**config.mk**
```make
export PLATFORM = sky130hd
export DESIGN_NAME = out_serial_port
export DESIGN_NICKNAME = d
export VERILOG_FILES = /design/src/rtl/out_serial_port_pkg.sv /design/src/rtl/out_fifo.sv /design/src/rtl/out_serial_port.sv
export SDC_FILE = /design/constraint.sdc
export NUM_CORES = 1
export LEC_CHECK = 0
export CAP_MARGIN = 20
export CORE_UTILIZATION = 55
export CTS_BUF_LIST = sky130_fd_sc_hd__clkbuf_4
export CTS_CLUSTER_DIAMETER = 40
export CTS_CLUSTER_SIZE = 14
export DETAILED_ROUTE_END_ITERATION = 16
export PLACE_DENSITY_LB_ADDON = 0.05
export SYNTH_ARGS = -nofsm -noshare
export SYNTH_HDL_FRONTEND = slang
export SYNTH_HIERARCHICAL = 1
export SYNTH_SLANG_ARGS = --single-unit
```
**constraint.sdc**
```tcl
create_clock -name clk -period 3.9 [get_ports clk]
set_input_delay 0.78 -clock clk [delete_from_list [all_inputs] [get_ports clk]]
set_output_delay 0.78 -clock clk [all_outputs]
set_load 0.02 [all_outputs]
```
**src/rtl/out_serial_port_pkg.sv**
```systemverilog
// ---------------------------------------------------------------------------
// out_serial_port_pkg
// Shared SAP-2 definitions used by the serial output port and its FIFO.
//   WBUS_W      : width of the W-bus data word
//   tx_state_t  : transmitter state encoding (IDLE, START, DATA, STOP)
// ---------------------------------------------------------------------------
package out_serial_port_pkg;

    localparam int WBUS_W = 12;

    typedef enum logic [1:0] {
        IDLE  = 2'd0,
        START = 2'd1,
        DATA  = 2'd2,
        STOP  = 2'd3
    } tx_state_t;

endpackage

```
**src/rtl/out_fifo.sv**
```systemverilog
// ---------------------------------------------------------------------------
// out_fifo
// Small power-of-two FIFO that queues words waiting for the transmitter.
// Ports:
//   clk    : system clock, rising edge
//   clr    : synchronous active-high reset, empties the FIFO
//   push   : write din at the tail
//   pop    : advance the head
//   din    : word to write
//   dout   : head entry, combinational
//   count  : number of stored words, 0..DEPTH
//   full   : count == DEPTH
//   empty  : count == 0
// ---------------------------------------------------------------------------
module out_fifo #(
    parameter int W     = 12,
    parameter int DEPTH = 4
) (
    input  logic                     clk,
    input  logic                     clr,
    input  logic                     push,
    input  logic                     pop,
    input  logic [W-1:0]             din,
    output logic [W-1:0]             dout,
    output logic [$clog2(DEPTH):0]   count,
    output logic                     full,
    output logic                     empty
);

    localparam int AW = $clog2(DEPTH);

    logic [W-1:0]  mem [DEPTH];
    logic [AW-1:0] wr_ptr;
    logic [AW-1:0] rd_ptr;
    logic          do_push;
    logic          do_pop;

    // A push into a full FIFO is only legal when the head leaves in the same
    // cycle, and popping an empty FIFO is ignored, so the storage can never
    // be corrupted even if the caller misbehaves.
    assign do_pop  = pop && !empty;
    assign do_push = push && (!full || do_pop);

    // Pointers are exactly log2(DEPTH) bits so they wrap for free; the count
    // carries one extra bit so that "full" and "empty" stay distinguishable.
    always_ff @(posedge clk) begin
        if (clr) begin
            wr_ptr <= '0;
            rd_ptr <= '0;
            count  <= '0;
        end else begin
            if (do_push) begin
                wr_ptr <= wr_ptr + 1'b1;
            end
            if (do_pop) begin
                rd_ptr <= rd_ptr + 1'b1;
            end
            case ({do_push, do_pop})
                2'b10:   count <= count + 1'b1;
                2'b01:   count <= count - 1'b1;
                default: count <= count;
            endcase
        end
    end

    // Storage array needs no reset; only entries between the pointers are
    // ever observed.
    always_ff @(posedge clk) begin
        if (!clr && do_push) begin
            mem[wr_ptr] <= din;
        end
    end

    assign dout  = mem[rd_ptr];
    assign full  = (count == (AW+1)'(DEPTH));
    assign empty = (count == '0);

endmodule

```
**src/rtl/out_serial_port.sv**
```systemverilog
// ---------------------------------------------------------------------------
// out_serial_port
// SAP-2 serial output port. Words loaded from the W-bus are queued in a FIFO
// and sent on 'so' as frames: start bit (0), W data bits LSB first, stop bit
// (1), each bit lasting DIV clock cycles.
// Ports:
//   clk   : system clock, rising edge
//   clr   : synchronous active-high reset, aborts any frame and empties FIFO
//   in    : data word from the bus
//   lo    : load strobe, pushes 'in' into the FIFO
//   so    : serial data out, idles high
//   busy  : a frame is in progress or words are queued
//   full  : FIFO holds DEPTH words
//   ovf   : sticky, a load was dropped because the FIFO was full
// ---------------------------------------------------------------------------
module out_serial_port
    import out_serial_port_pkg::*;
#(
    parameter int W     = WBUS_W,
    parameter int DEPTH = 4,
    parameter int DIV   = 4
) (
    input  logic         clk,
    input  logic         clr,
    input  logic [W-1:0] in,
    input  logic         lo,
    output logic         so,
    output logic         busy,
    output logic         full,
    output logic         ovf
);

    localparam int CNT_W = $clog2(DEPTH) + 1;
    localparam int DIV_W = (DIV > 1) ? $clog2(DIV) : 1;
    localparam int BIT_W = $clog2(W);

    tx_state_t          state;
    tx_state_t          state_next;
    logic [DIV_W-1:0]   div_cnt;
    logic [DIV_W-1:0]   div_next;
    logic [BIT_W-1:0]   bit_idx;
    logic [BIT_W-1:0]   bit_next;
    logic [W-1:0]       shift_reg;
    logic [W-1:0]       shift_next;
    logic               so_next;
    logic               busy_next;
    logic               full_next;
    logic               push;
    logic               pop;
    logic               bit_end;
    logic [W-1:0]       fifo_dout;
    logic [CNT_W-1:0]   fifo_count;
    logic [CNT_W-1:0]   count_next;
    logic               fifo_full;
    logic               fifo_empty;

    // A load into a full FIFO still succeeds when the transmitter takes the
    // head on the same edge.
    assign push    = lo && (!fifo_full || pop);
    assign bit_end = (div_cnt == DIV_W'(DIV - 1));

    out_fifo #(
        .W     (W),
        .DEPTH (DEPTH)
    ) u_fifo (
        .clk   (clk),
        .clr   (clr),
        .push  (push),
        .pop   (pop),
        .din   (in),
        .dout  (fifo_dout),
        .count (fifo_count),
        .full  (fifo_full),
        .empty (fifo_empty)
    );

    // State register. All outputs are registered here so 'so' never glitches
    // and the flags line up with the state they describe. Overflow latches
    // whenever a load is refused and only clr clears it.
    always_ff @(posedge clk) begin
        if (clr) begin
            state     <= IDLE;
            div_cnt   <= '0;
            bit_idx   <= '0;
            shift_reg <= '0;
            so        <= 1'b1;
            busy      <= 1'b0;
            full      <= 1'b0;
            ovf       <= 1'b0;
        end else begin
            state     <= state_next;
            div_cnt   <= div_next;
            bit_idx   <= bit_next;
            shift_reg <= shift_next;
            so        <= so_next;
            busy      <= busy_next;
            full      <= full_next;
            if (lo && !push) begin
                ovf <= 1'b1;
            end
        end
    end

    // Next-state logic. The divider restarts at every bit boundary. A word is
    // popped either from IDLE or on the last edge of STOP, which lets queued
    // frames follow each other without any idle gap.
    always_comb begin
        state_next = state;
        div_next   = div_cnt;
        bit_next   = bit_idx;
        shift_next = shift_reg;
        pop        = 1'b0;
        case (state)
            IDLE: begin
                if (!fifo_empty) begin
                    pop        = 1'b1;
                    shift_next = fifo_dout;
                    div_next   = '0;
                    bit_next   = '0;
                    state_next = START;
                end
            end
            START: begin
                if (bit_end) begin
                    div_next   = '0;
                    state_next = DATA;
                end else begin
                    div_next = div_cnt + 1'b1;
                end
            end
            DATA: begin
                if (bit_end) begin
                    div_next = '0;
                    if (bit_idx == BIT_W'(W - 1)) begin
                        state_next = STOP;
                    end else begin
                        bit_next   = bit_idx + 1'b1;
                        shift_next = shift_reg >> 1;
                    end
                end else begin
                    div_next = div_cnt + 1'b1;
                end
            end
            STOP: begin
                if (bit_end) begin
                    div_next = '0;
                    bit_next = '0;
                    if (!fifo_empty) begin
                        pop        = 1'b1;
                        shift_next = fifo_dout;
                        state_next = START;
                    end else begin
                        state_next = IDLE;
                    end
                end else begin
                    div_next = div_cnt + 1'b1;
                end
            end
            default: begin
                state_next = IDLE;
            end
        endcase
    end

    // Output logic, computed from the upcoming state so the registered
    // outputs change on the same edge as the state itself.
    always_comb begin
        count_next = fifo_count + CNT_W'(push) - CNT_W'(pop);
        full_next  = (count_next == CNT_W'(DEPTH));
        busy_next  = (state_next != IDLE) || (count_next != '0);
        case (state_next)
            START:   so_next = 1'b0;
            DATA:    so_next = shift_next[0];
            default: so_next = 1'b1;
        endcase
    end

endmodule

```
# After elaboration in Yosys (flattened, before gate mapping)
# Memory sizes are Yosys's and may differ from the RTL's. A register that Yosys moved wholly into a read port is not among the register bits.
# Index checks and enable logic that the tools add are counted.
totals:
  ff_bits: 31
  ramBits: 48
  n_memories: 1
  output_inout_bits: 4
op_classes:
  n_eq_ne: 15
  reduce_logical: 21
  addsub: 8
  mux: 29
mem_list:
  columns: ["memory", "words", "word_bits", "rd", "rd_ports_with_merged_regs", "wr", "line_no", "source"]
  rows:
  - ["u_fifo.mem", 4, 12, 1, 1, 1, "out_fifo.sv:32", "logic [W-1:0] mem [DEPTH];"]
ops:
  columns: ["cell", "count"]
  rows:
  - ["$mux 12", 4]
  - ["$pmux 12 s3", 1]
  - ["$mux 2", 9]
  - ["$mux 4", 4]
  - ["$pmux 4 s3", 1]
  - ["$eq 2x2->1 const B", 5]
  - ["$ne 2x2->1 const B", 4]
  - ["$pmux 2 s4", 1]
  - ["$add 2x1->2 const B", 3]
  - ["$eq 2x1->1 const B", 3]
  - ["$eq 3x3->1 const B", 2]
  - ["$pmux 3 s2", 1]
  - ["$reduce_bool 3->1", 2]
  - ["$logic_and 1x1->1", 5]
  - ["$mux 1", 5]
  - ["$reduce_and 5->1", 1]
  - ["$add 4x1->4 const B", 1]
  - ["$eq 4x4->1 const B", 1]
  - ["$logic_not 1->1", 4]
  - ["$pmux 1 s2", 2]
  - ["$pmux 2 s2", 1]
  - ["$reduce_and 4->1", 1]
  - ["$reduce_bool 2->1", 2]
  - ["$add 3x1->3", 1]
  - ["other kinds (7)", 9]

# Logic depth before layout (Yosys ltp)
# Gate-level depths: netlist of the first run.
logic_depth:
  ltp_word: 10
  ltp_mapped: 14
  ltp_nobuf: 13

# Modules after synthesis
# Netlist of the first run, hierarchy kept.
modules_own_cells:
  columns: ["module", "cells_per_inst", "instances", "seq_area_each_um2", "area_per_inst_um2"]
  rows:
  - ["out_fifo", 128, 1, 1621.6, 2354.8]
  - ["out_serial_port", 173, 1, 480.5, 1508.9]

# Worst setup path before layout of the first run
# No wires, ideal clock.
synth_timing:
  path_kind: "reg-to-reg"
  start: "register u_fifo.count[2]"
  end: "register u_fifo.count[1]"
  path_buffers: 4
  period_less_slack_ns: 2.754
  slack_ns: 1.146
  path_stages_with_launch: 14
  arrival_ns: 2.667
  cell_sequence: "dfxtp_1 > buf_6 > nor3_1 > buf_4 > buf_2 > or3_1 > a21boi_0 > buf_6 > inv_2 > nand2b_1 > fa_1 > inv_1 > o2111ai_1 > a221oi_2"
synth_via:
  elab_chain_len: 9
  elab_cells_between_ends: 16
synth_lines:
  columns: ["item", "line_no", "source"]
  rows:
  - ["start: declaration", "out_fifo.sv:25", "output logic [$clog2(DEPTH):0] count,"]
  - ["start signal: assignment", "out_fifo.sv:59", "2'b10: count <= count + 1'b1;"]
  - ["start signal: assignment", "out_fifo.sv:60", "2'b01: count <= count - 1'b1;"]
  - ["start signal: assignment", "out_fifo.sv:61", "default: count <= count;"]
  - ["$logic_not 3->1 *", "out_fifo.sv:76", "assign empty = (count == '0);"]
  - ["via fifo_empty", "out_serial_port.sv:55", "logic fifo_empty;"]
  - ["$mux 1 *", "out_serial_port.sv:115, out_serial_port.sv:148", null]
  - ["$mux 1", "out_serial_port.sv:145", "if (bit_end) begin"]
  - ["$pmux 1 s2 *", "out_serial_port.sv:113", "case (state)"]
  - ["$logic_or 1x1->1 *", "out_serial_port.sv:59", "assign push = lo && (!fifo_full || pop);"]
  - ["$logic_and 1x1->1 *", "out_serial_port.sv:59", null]
  - ["via push", "out_serial_port.sv:48", "logic push;"]
  - ["$logic_and 1x1->1 *", "out_fifo.sv:42", "assign do_push = push && (!full || do_pop);"]
  - ["$eq 2x1->1 or $eq 2x2->1 (tied branches)", "out_fifo.sv:58", "case ({do_push, do_pop})"]
  - ["$pmux 3 s2 or $reduce_bool 2->1 (tied branches)", null, null]
# Mark *: on every way through the listed nets, which the timed path passes. The rest lies on a longest branch.
# A chain may end at the register's enable or synchronous reset.

# Worst setup path after layout of the first run
layout_timing:
  start: "register div_cnt[0]"
  end: "register busy"
layout_via:
  elab_chain_len: 9
  elab_cells_between_ends: 14
layout_lines:
  columns: ["item", "line_no", "source"]
  rows:
  - ["start: declaration", "out_serial_port.sv:39", "logic [DIV_W-1:0] div_cnt;"]
  - ["start signal: assignment", "out_serial_port.sv:92", "div_cnt <= div_next;"]
  - ["$eq 2x2->1 *", "out_serial_port.sv:60", "assign bit_end = (div_cnt == DIV_W'(DIV - 1));"]
  - ["$mux 1 *", "out_serial_port.sv:145", null]
  - ["$pmux 1 s2 *", "out_serial_port.sv:113", null]
  - ["via pop", "out_serial_port.sv:49", "logic pop;"]
  - ["$logic_or 1x1->1", "out_serial_port.sv:59", null]
  - ["$logic_and 1x1->1", "out_serial_port.sv:59", null]
  - ["$add 3x1->3", "out_serial_port.sv:168", "count_next = fifo_count + CNT_W'(push) - CNT_W'(pop);"]
  - ["$sub 3x1->3 *", "out_serial_port.sv:168", null]
  - ["$reduce_bool 3->1 *", "out_serial_port.sv:170", "busy_next = (state_next != IDLE) || (count_next != '0);"]
  - ["$logic_or 1x1->1 *", "out_serial_port.sv:170", null]
  - ["end signal: assignment", "out_serial_port.sv:96", "busy <= busy_next;"]
  - ["end: declaration", "out_serial_port.sv:28", "output logic busy,"]
# Marks and branches as above.

==> Flow_metrics.wiki, run 1 <==
{| class="wikitable"
! Metric !! Value
|-
| Result of the run || complete, no violations
|-
| Startpoint Class || flip-flop
|-
| Via total after detailed routing || 2347
|-
| Destination of the worst register-to-register timing path || busy
|-
| Unrepaired setup endpoints after global routing || no
|-
| Worst R2R Setup Slack || 0.76 ns
|-
| Synth Area in XOR/XNOR || 1.55%
|-
| Max frequency || 319 MHz
|-
| Cell mode on critical path || ha_1
|-
| Crit share post-route || 80.5%
|-
| CTS buffer count || 9
|-
| Synth unique cells || 55
|-
| Crit end category || flip-flop
|-
| Maximum Capacitance Violations || 0
|-
| Post-Synthesis Cell Area || 3860 um2
|-
| Arr. time, crit path || 3.48 ns
|-
| Number of DRC markers in iteration 0 || 86
|-
| Worst slew slack as a fraction of its limit || 57.9%
|-
| Reported leakage power || 1.39 nW
|-
| CTS Hold Buffers Added || 0
|-
| Total of endpoints with negative setup slack in the final report || 0
|-
| DP Area || 4050 um2
|-
| Worst clock skew || 0.0163 ns
|-
| Synthesized netlist net count || 331
|-
| Dominant combinational cell family by area after synthesis || simple AND/OR/NAND/NOR gates
|-
| I/O Buffers || 18
|-
| CP Class || reg -> reg
|-
| WHS Path Cells || 2
|-
| DPL Wire Length || 4730 um
|-
| Final number of hold-violating endpoints || 0
|-
| Nets@finish || 343
|-
| Die Ht || 85.8 um
|-
| Share of cells above drive strength 1 || 17.0%
|-
| Routed Wire Length || 6960 um
|-
| Post-Layout Inst Area || 4170 um2
|-
| Total clock sinks || 81
|-
| Initial Utilization || 56.9%
|-
| Simple logic cell fraction of the synthesized area || 12.5%
|-
| FP Rows || 30
|-
| Via/cell ratio || 5.67
|-
| Worst Path Max Fanout || 11
|-
| Maximum ir drop on the vdd rail || 0.000271 V
|-
| Reg-to-Reg Start || div_cnt[0]
|-
| Worst r2r path cells || 12
|-
| Hold Path Sink || shift_reg[1]
|-
| Post-layout minimum cycle time || 3.14 ns
|-
| Largest net degree at the start of global routing || 32
|-
| Setup slack of the critical path after layout || 0.761 ns
|-
| Delay of the slowest cell on the worst path || 0.40 ns
|-
| Multiplexer share of the synthesized area || 9.91%
|-
| Seq/Total Area, Yosys || 54.4%
|-
| Flip-flop count of the largest register after layout || 48
|-
| First-pass GRT wire length || 11800 um
|-
| Core region area || 6790 um2
|-
| Yosys warns || 6
|-
| Post-CTS setup buffer count || 0
|-
| Wire per inst || 16.8 um
|-
| Number of fill cells || 566
|-
| Setup_tns || 0 ns
|-
| Maximum count of clock buffers along a single path || 2
|-
| N_diodes || 0
|-
| Compound-cell area share of the yosys netlist || 11.3%
|-
| Startpoint of the lowest-slack hold path || shift_reg[1]
|-
| Mapped Avg Cell Area || 12.8 um2
|-
| Later-pin clock latency in the skew report || 0.41 ns
|-
| Number of flops mapped to enable cells by yosys || 48
|-
| Vias in the first global route || 2331
|-
| Floorplan die width || 85.8 um
|-
| Synth Area in Adders || 5.25%
|-
| Area delta synth->final || 8.00%
|-
| FFs w/ async S/R, synth || 0%
|-
| PD cells || 475 nW/um2
|-
| Minimum setup slack after placement || 0.790 ns
|-
| Class of the tightest hold or removal check || reg -> reg
|-
| Routability congestion estimate from global placement || 0.766
|-
| Number of antenna violations at the first check in global routing || 0
|-
| Slowest CP cell || ha_1
|-
| Count of unresolved DRC violations after routing || 0
|-
| Gate count of the mapped netlist || 301
|-
| Total grt overflow || 0
|-
| Post-detailed-route count of antenna-violating nets || 0
|-
| CP required || 4.24 ns
|-
| Worst Max-Slew Pin Slew || 0.632 ns
|-
| TritonCTS clock tree || built
|-
| Critical path cell sequence || ha_1 -> a21oi_1 -> or3_1 -> inv_1 -> ha_1 -> inv_1 -> ha_1 -> fa_1 -> xnor2_1 -> xnor2_1 -> a21oi_1 -> a31oi_1
|-
| Die ar. || 7360 um2
|-
| TritonRoute pass-1 iters || 4
|-
| Resized cells post-CTS || 0
|-
| Tot GR Track Use || 21.2%
|-
| Buffer type at the clock tree root || clkbuf_4
|-
| Seq cells post-synth || 81
|-
| Register clock-pin slew on the reported worst setup and hold paths || 0.13 ns
|-
| Number of pins with negative max-slew slack in the final report || 0
|-
| Ports placed on the boundary || 19
|-
| # H-tree levels || 3
|-
| Most used flip-flop cell after synthesis || edfxtp_1
|}
==> worst max path at each step <==
stage                          startpoint  cells past startpoint              end
after detailed placement       div_cnt[0]                     12             busy
final                          div_cnt[0]                     12             busy
after global placement         div_cnt[0]                     12             busy
after floorplan           u_fifo/count[2]                     13  u_fifo/count[1]
after CTS                      div_cnt[0]                     12             busy
after global routing           div_cnt[0]                     12             busy
==> worst max-delay path: cells and delay by family, from the launching register on <==
family	cells	cell delay [ns]
XOR/XNOR	2	0.35
adder cells (fa/ha/maj)	4	1.17
AO/OA/AOI/OAI	3	0.38
AND/OR/NAND/NOR	1	0.39
flip-flops	1	0.38
buffers and inverters	2	0.42
==> area by class of cell <==
| class | instances | area, um2 | area share [%] |
|---|---|---|---|
| tap | 96 | 120 | 2.88 |
| multi-input combinational | 185 | 1570 | 37.6 |
| sequential | 81 | 2100 | 50.4 |
| timing repair buffer | 22 | 210 | 5.04 |
| clock buffer | 9 | 67.6 | 1.62 |
| clock inverter | 7 | 51.3 | 1.23 |
| inverter | 14 | 52.6 | 1.26 |
==> cell usage after synthesis, types with 2 or more instances <==
cell type / instances / area (um2)
edfxtp_1: 48 / 1440
dfxtp_1: 33 / 661
a21oi_1: 23 / 115
nand2_1: 15 / 56.3
nor2_1: 15 / 56.3
or3_1: 15 / 93.8
ha_1: 13 / 163
inv_1: 13 / 48.8
mux4_2: 12 / 270
a32oi_1: 10 / 87.6
mux2_2: 10 / 113
and2_1: 9 / 56.3
buf_6: 6 / 67.6
clkbuf_1: 6 / 22.5
buf_2: 5 / 25.0
a31oi_1: 4 / 25.0
buf_4: 4 / 30.0
nor3_1: 4 / 20.0
o31ai_1: 4 / 30.0
nand3_1: 3 / 15.0
o21ai_0: 3 / 15.0
xor2_1: 3 / 26.3
a21boi_0: 2 / 15.0
and3_1: 2 / 12.5
fa_1: 2 / 40.0
nand2b_1: 2 / 12.5
nand3b_1: 2 / 15.0
nor4b_1: 2 / 17.5
o2111ai_1: 2 / 17.5
o21ai_1: 2 / 10.0
or4_1: 2 / 15.0
xnor2_1: 2 / 17.5
==> cells in the final DEF (no fill, tap or decap), drive strengths merged, types with 3 or more instances in the layout <==
master         Yosys  routed
nor2              15      15
clkbuf             6       9
a31oi              4       4
a32oi             10      10
o21ai              5       5
or3               15      15
clkdlybuf4s50      0      18
nand2             15      15
mux4              12      12
xor2               4       4
buf               15       4
ha                13      13
edfxtp            48      48
a21oi             23      23
dfxtp             33      33
nor4b              3       3
nand3              3       3
nand3b             3       3
nor3               4       4
inv               14      17
o31ai              5       5
and2               9       9
clkinv             0       3
mux2              10      10
==> routing by layer <==
metal,track usage (%),share of wire (%),vias up
li1,-,-,1161
met1,28.8,48,1155
met2,34.6,49,25
met3,3.66,2.2,6
met4,7.42,0.85,0
met5,0,0,-
==> kinds of logic (layout without fill, tap and decap cells) <==
logic type | after synthesis | after routing
compound gates | 61 | 61
xor+xnor | 6 | 6
fa+ha+maj | 15 | 15
buf+inv | 35 | 52
flops | 81 | 81
mux | 22 | 22
simple gates | 81 | 81
==> stage by stage <==
step	cells	power (mW)	util, %	hold slack (ns)
finish	414	1.98	61.4	0.475
global route	414	2.10	61.4	0.501
CTS	414	2.01	61.4	0.472
detailed placement	398	1.57	59.7	0.455
global placement	398	1.56	59.7	0.456
floorplan	301	1.46	-	0.437
==> where the power goes <==
| part | internal, mW | switching, mW | total [mW] |
|---|---|---|---|
| clock network | 0.136 | 0.300 | 0.436 |
| registers | 0.971 | 0.0469 | 1.02 |
| logic | 0.241 | 0.286 | 0.528 |
| total | 1.35 | 0.634 | 1.98 |
Note: power is estimated with default switching activity, not from simulation.
==> run 2, diff against run 1 <==
clock period = 3.1 ns   (was 3.9 ns; I/O delays follow)
==> run 2 against run 1 <==
Sequential share of layout area is 0.88 points lower. Design area is 1.8% higher. Register-to-register slack lost 0.54 ns. Clock power increased by 32%. First-iteration DRC count down 31%. Via count up 1.1%. Hold slack gained 0.0081 ns. Critical endpoint unchanged. Total power up 28%.
==> Flow_metrics.wiki, run 2 (synthesis gave the netlist of run 1 again) <==
{| class="wikitable"
! Metric !! Value
|-
| Initial Utilization || 56.9% (unchanged)
|-
| Core region area || 6790 um2 (unchanged)
|-
| Maximum Capacitance Violations || 0 (unchanged)
|-
| Post-CTS setup buffer count || 0 (unchanged)
|-
| Arr. time, crit path || 3.22 ns (-0.26 ns)
|-
| Top library cells by usage in the layout, fill and taps aside || edfxtp_1 (48), dfxtp_1 (33), a21oi_1 (23), clkdlybuf4s50_1 (18)
|-
| Die Ht || 85.8 um (unchanged)
|-
| PD cells || 598 nW/um2 (+26%)
|-
| DPL Wire Length || 4530 um (-4.3%)
|-
| Via total after detailed routing || 2373 (+1.1%)
|-
| Class of the tightest hold or removal check || reg -> reg
|-
| Resized cells post-CTS || 0 (unchanged)
|-
| Max frequency || 348 MHz (+9.2%)
|-
| TritonCTS clock tree || built
|-
| Worst Max-Slew Pin Slew || 0.582 ns (-0.0492 ns)
|-
| Vias in the first global route || 2256 (-3.2%)
|-
| Post-layout minimum cycle time || 2.87 ns (-0.264 ns)
|-
| Nets@finish || 352 (+2.6%)
|-
| Buffer type at the clock tree root || clkbuf_4
|-
| N_diodes || 0 (unchanged)
|-
| Count of unresolved DRC violations after routing || 0 (unchanged)
|-
| Most common library cell in the layout ignoring fill and taps || edfxtp_1
|-
| Crit share post-route || 92.7% (+12 points)
|-
| # H-tree levels || 3 (unchanged)
|-
| First-pass GRT wire length || 11200 um (-4.7%)
|-
| Worst Path Max Fanout || 4 (-7)
|-
| Worst R2R Setup Slack || 0.23 ns (-0.54 ns)
|-
| Later-pin clock latency in the skew report || 0.42 ns (about the same)
|-
| Maximum count of clock buffers along a single path || 2 (unchanged)
|-
| Routed Wire Length || 6780 um (-2.6%)
|-
| CTS buffer count || 9 (unchanged)
|-
| Result of the run || complete, no violations
|-
| Share of cells above drive strength 1 || 19.3% (+2.3 points)
|-
| Wire per inst || 16.0 um (-4.7%)
|-
| CP required || 3.45 ns (-0.79 ns)
|-
| Tot GR Track Use || 20.2% (-0.93 points)
|-
| Flip-flop count of the largest register after layout || 48 (unchanged)
|-
| Startpoint of the lowest-slack hold path || shift_reg[3]
|-
| Post-detailed-route count of antenna-violating nets || 0 (unchanged)
|-
| Number of antenna violations at the first check in global routing || 0 (unchanged)
|-
| Startpoint Class || flip-flop
|-
| Total grt overflow || 0 (unchanged)
|-
| I/O Buffers || 18 (unchanged)
|-
| CTS Hold Buffers Added || 0 (unchanged)
|-
| Via/cell ratio || 5.61 (-1.0%)
|-
| Crit end category || flip-flop
|-
| Floorplan die width || 85.8 um (unchanged)
|-
| Worst slew slack as a fraction of its limit || 61.1% (+3.2 points)
|-
| Worst clock skew || 0.0180 ns (+0.00163 ns)
|-
| Reported leakage power || 1.44 nW (+3.6%)
|-
| Total clock sinks || 81 (unchanged)
|-
| Unrepaired setup endpoints after global routing || no
|-
| WHS Path Cells || 2 (unchanged)
|-
| Hold Path Sink || shift_reg[3]
|-
| Largest net degree at the start of global routing || 32 (unchanged)
|-
| Routability congestion estimate from global placement || 0.746 (-2.6%)
|-
| Maximum ir drop on the vdd rail || 0.000321 V (+19%)
|-
| Setup slack of the critical path after layout || 0.225 ns (-0.536 ns)
|-
| Area delta synth->final || 9.91%
|-
| Number of pins with negative max-slew slack in the final report || 0 (unchanged)
|-
| FP Rows || 30 (unchanged)
|-
| Worst r2r path cells || 13 (+1)
|-
| Minimum setup slack after placement || 0.275 ns (-0.515 ns)
|-
| Register clock-pin slew on the reported worst setup and hold paths || 0.15 ns (+0.02 ns)
|-
| Ports placed on the boundary || 19 (unchanged)
|-
| Destination of the worst register-to-register timing path || busy
|-
| Reg-to-Reg Start || state[0]
|-
| Die ar. || 7360 um2 (unchanged)
|-
| Setup_tns || 0 ns (unchanged)
|-
| Final number of hold-violating endpoints || 0 (unchanged)
|-
| Worst Hold Margin || 0.483 ns (+0.00807 ns)
|-
| Number of DRC markers in iteration 0 || 59 (-31%)
|-
| CP Class || reg -> reg
|-
| Total of endpoints with negative setup slack in the final report || 0 (unchanged)
|-
| TritonRoute pass-1 iters || 4 (unchanged)
|}
## run 2: final cells by class
cell class / instances / area [um2]
fillers: 556 / 2550
repair buffers: 31 / 278
clock buffers: 9 / 67.6
clock inverters: 7 / 57.6
flip-flops and latches: 81 / 2100
well taps: 96 / 120
multi-input cells: 185 / 1570
inverters: 14 / 52.6
## run 2: worst max-delay path by stage
stage	from	endpoint	slack, ns	depth (start not counted)
floorplan	u_fifo/count[2]	u_fifo/count[1]	0.35	13
global placement	state[0]	busy	0.40	13
detailed placement	state[0]	busy	0.27	13
CTS	state[0]	busy	0.25	13
global route	state[1]	busy	0.008	13
finish	state[0]	busy	0.23	13
## run 2: metrics by stage
stage / instance area [um2] / power [mW] / std cells / util (%)
floorplan: 3860 / 1.83 / 301 / -
global placement: 4120 / 1.98 / 407 / 60.7
detailed placement: 4120 / 1.99 / 407 / 60.7
CTS: 4250 / 2.57 / 423 / 62.5
global route: 4250 / 2.69 / 423 / 62.5
finish: 4250 / 2.54 / 423 / 62.5
## run 2: metal layers
| layer | global-route usage (%) | wire [um] | vias to the layer above |
|---|---|---|---|
| li1 | - | - | 1183 |
| met1 | 28.3 | 3190 | 1137 |
| met2 | 30.6 | 3210 | 40 |
| met4 | 9.39 | 132 | 0 |
| met5 | 0 | 0 | - |
| met3 | 4.14 | 250 | 13 |
## run 2: worst max-delay path: stages, from the launching register on
cell	delay, ns
dfxtp_1	0.40
inv_1	0.10
ha_1	0.23
a21oi_1	0.30
or3_1	0.21
inv_1	0.09
ha_1	0.28
inv_1	0.04
ha_1	0.18
fa_1	0.38
xnor2_1	0.22
xnor2_1	0.17
a21oi_1	0.06
a31oi_1	0.16
## run 2: power breakdown
part | leakage (nW) | switching (mW) | total, mW | internal (mW)
Sequential | 0.704 | 0.0489 | 1.27 | 1.22
Combinational | 0.670 | 0.375 | 0.693 | 0.318
Clock | 0.0669 | 0.397 | 0.575 | 0.178
==> run 3, diff against run 2 <==
GPL_TIMING_DRIVEN = 1   (was default)
==> results of run 3 <==
The final DEF is identical to that of run 2; final timing and power are the same.
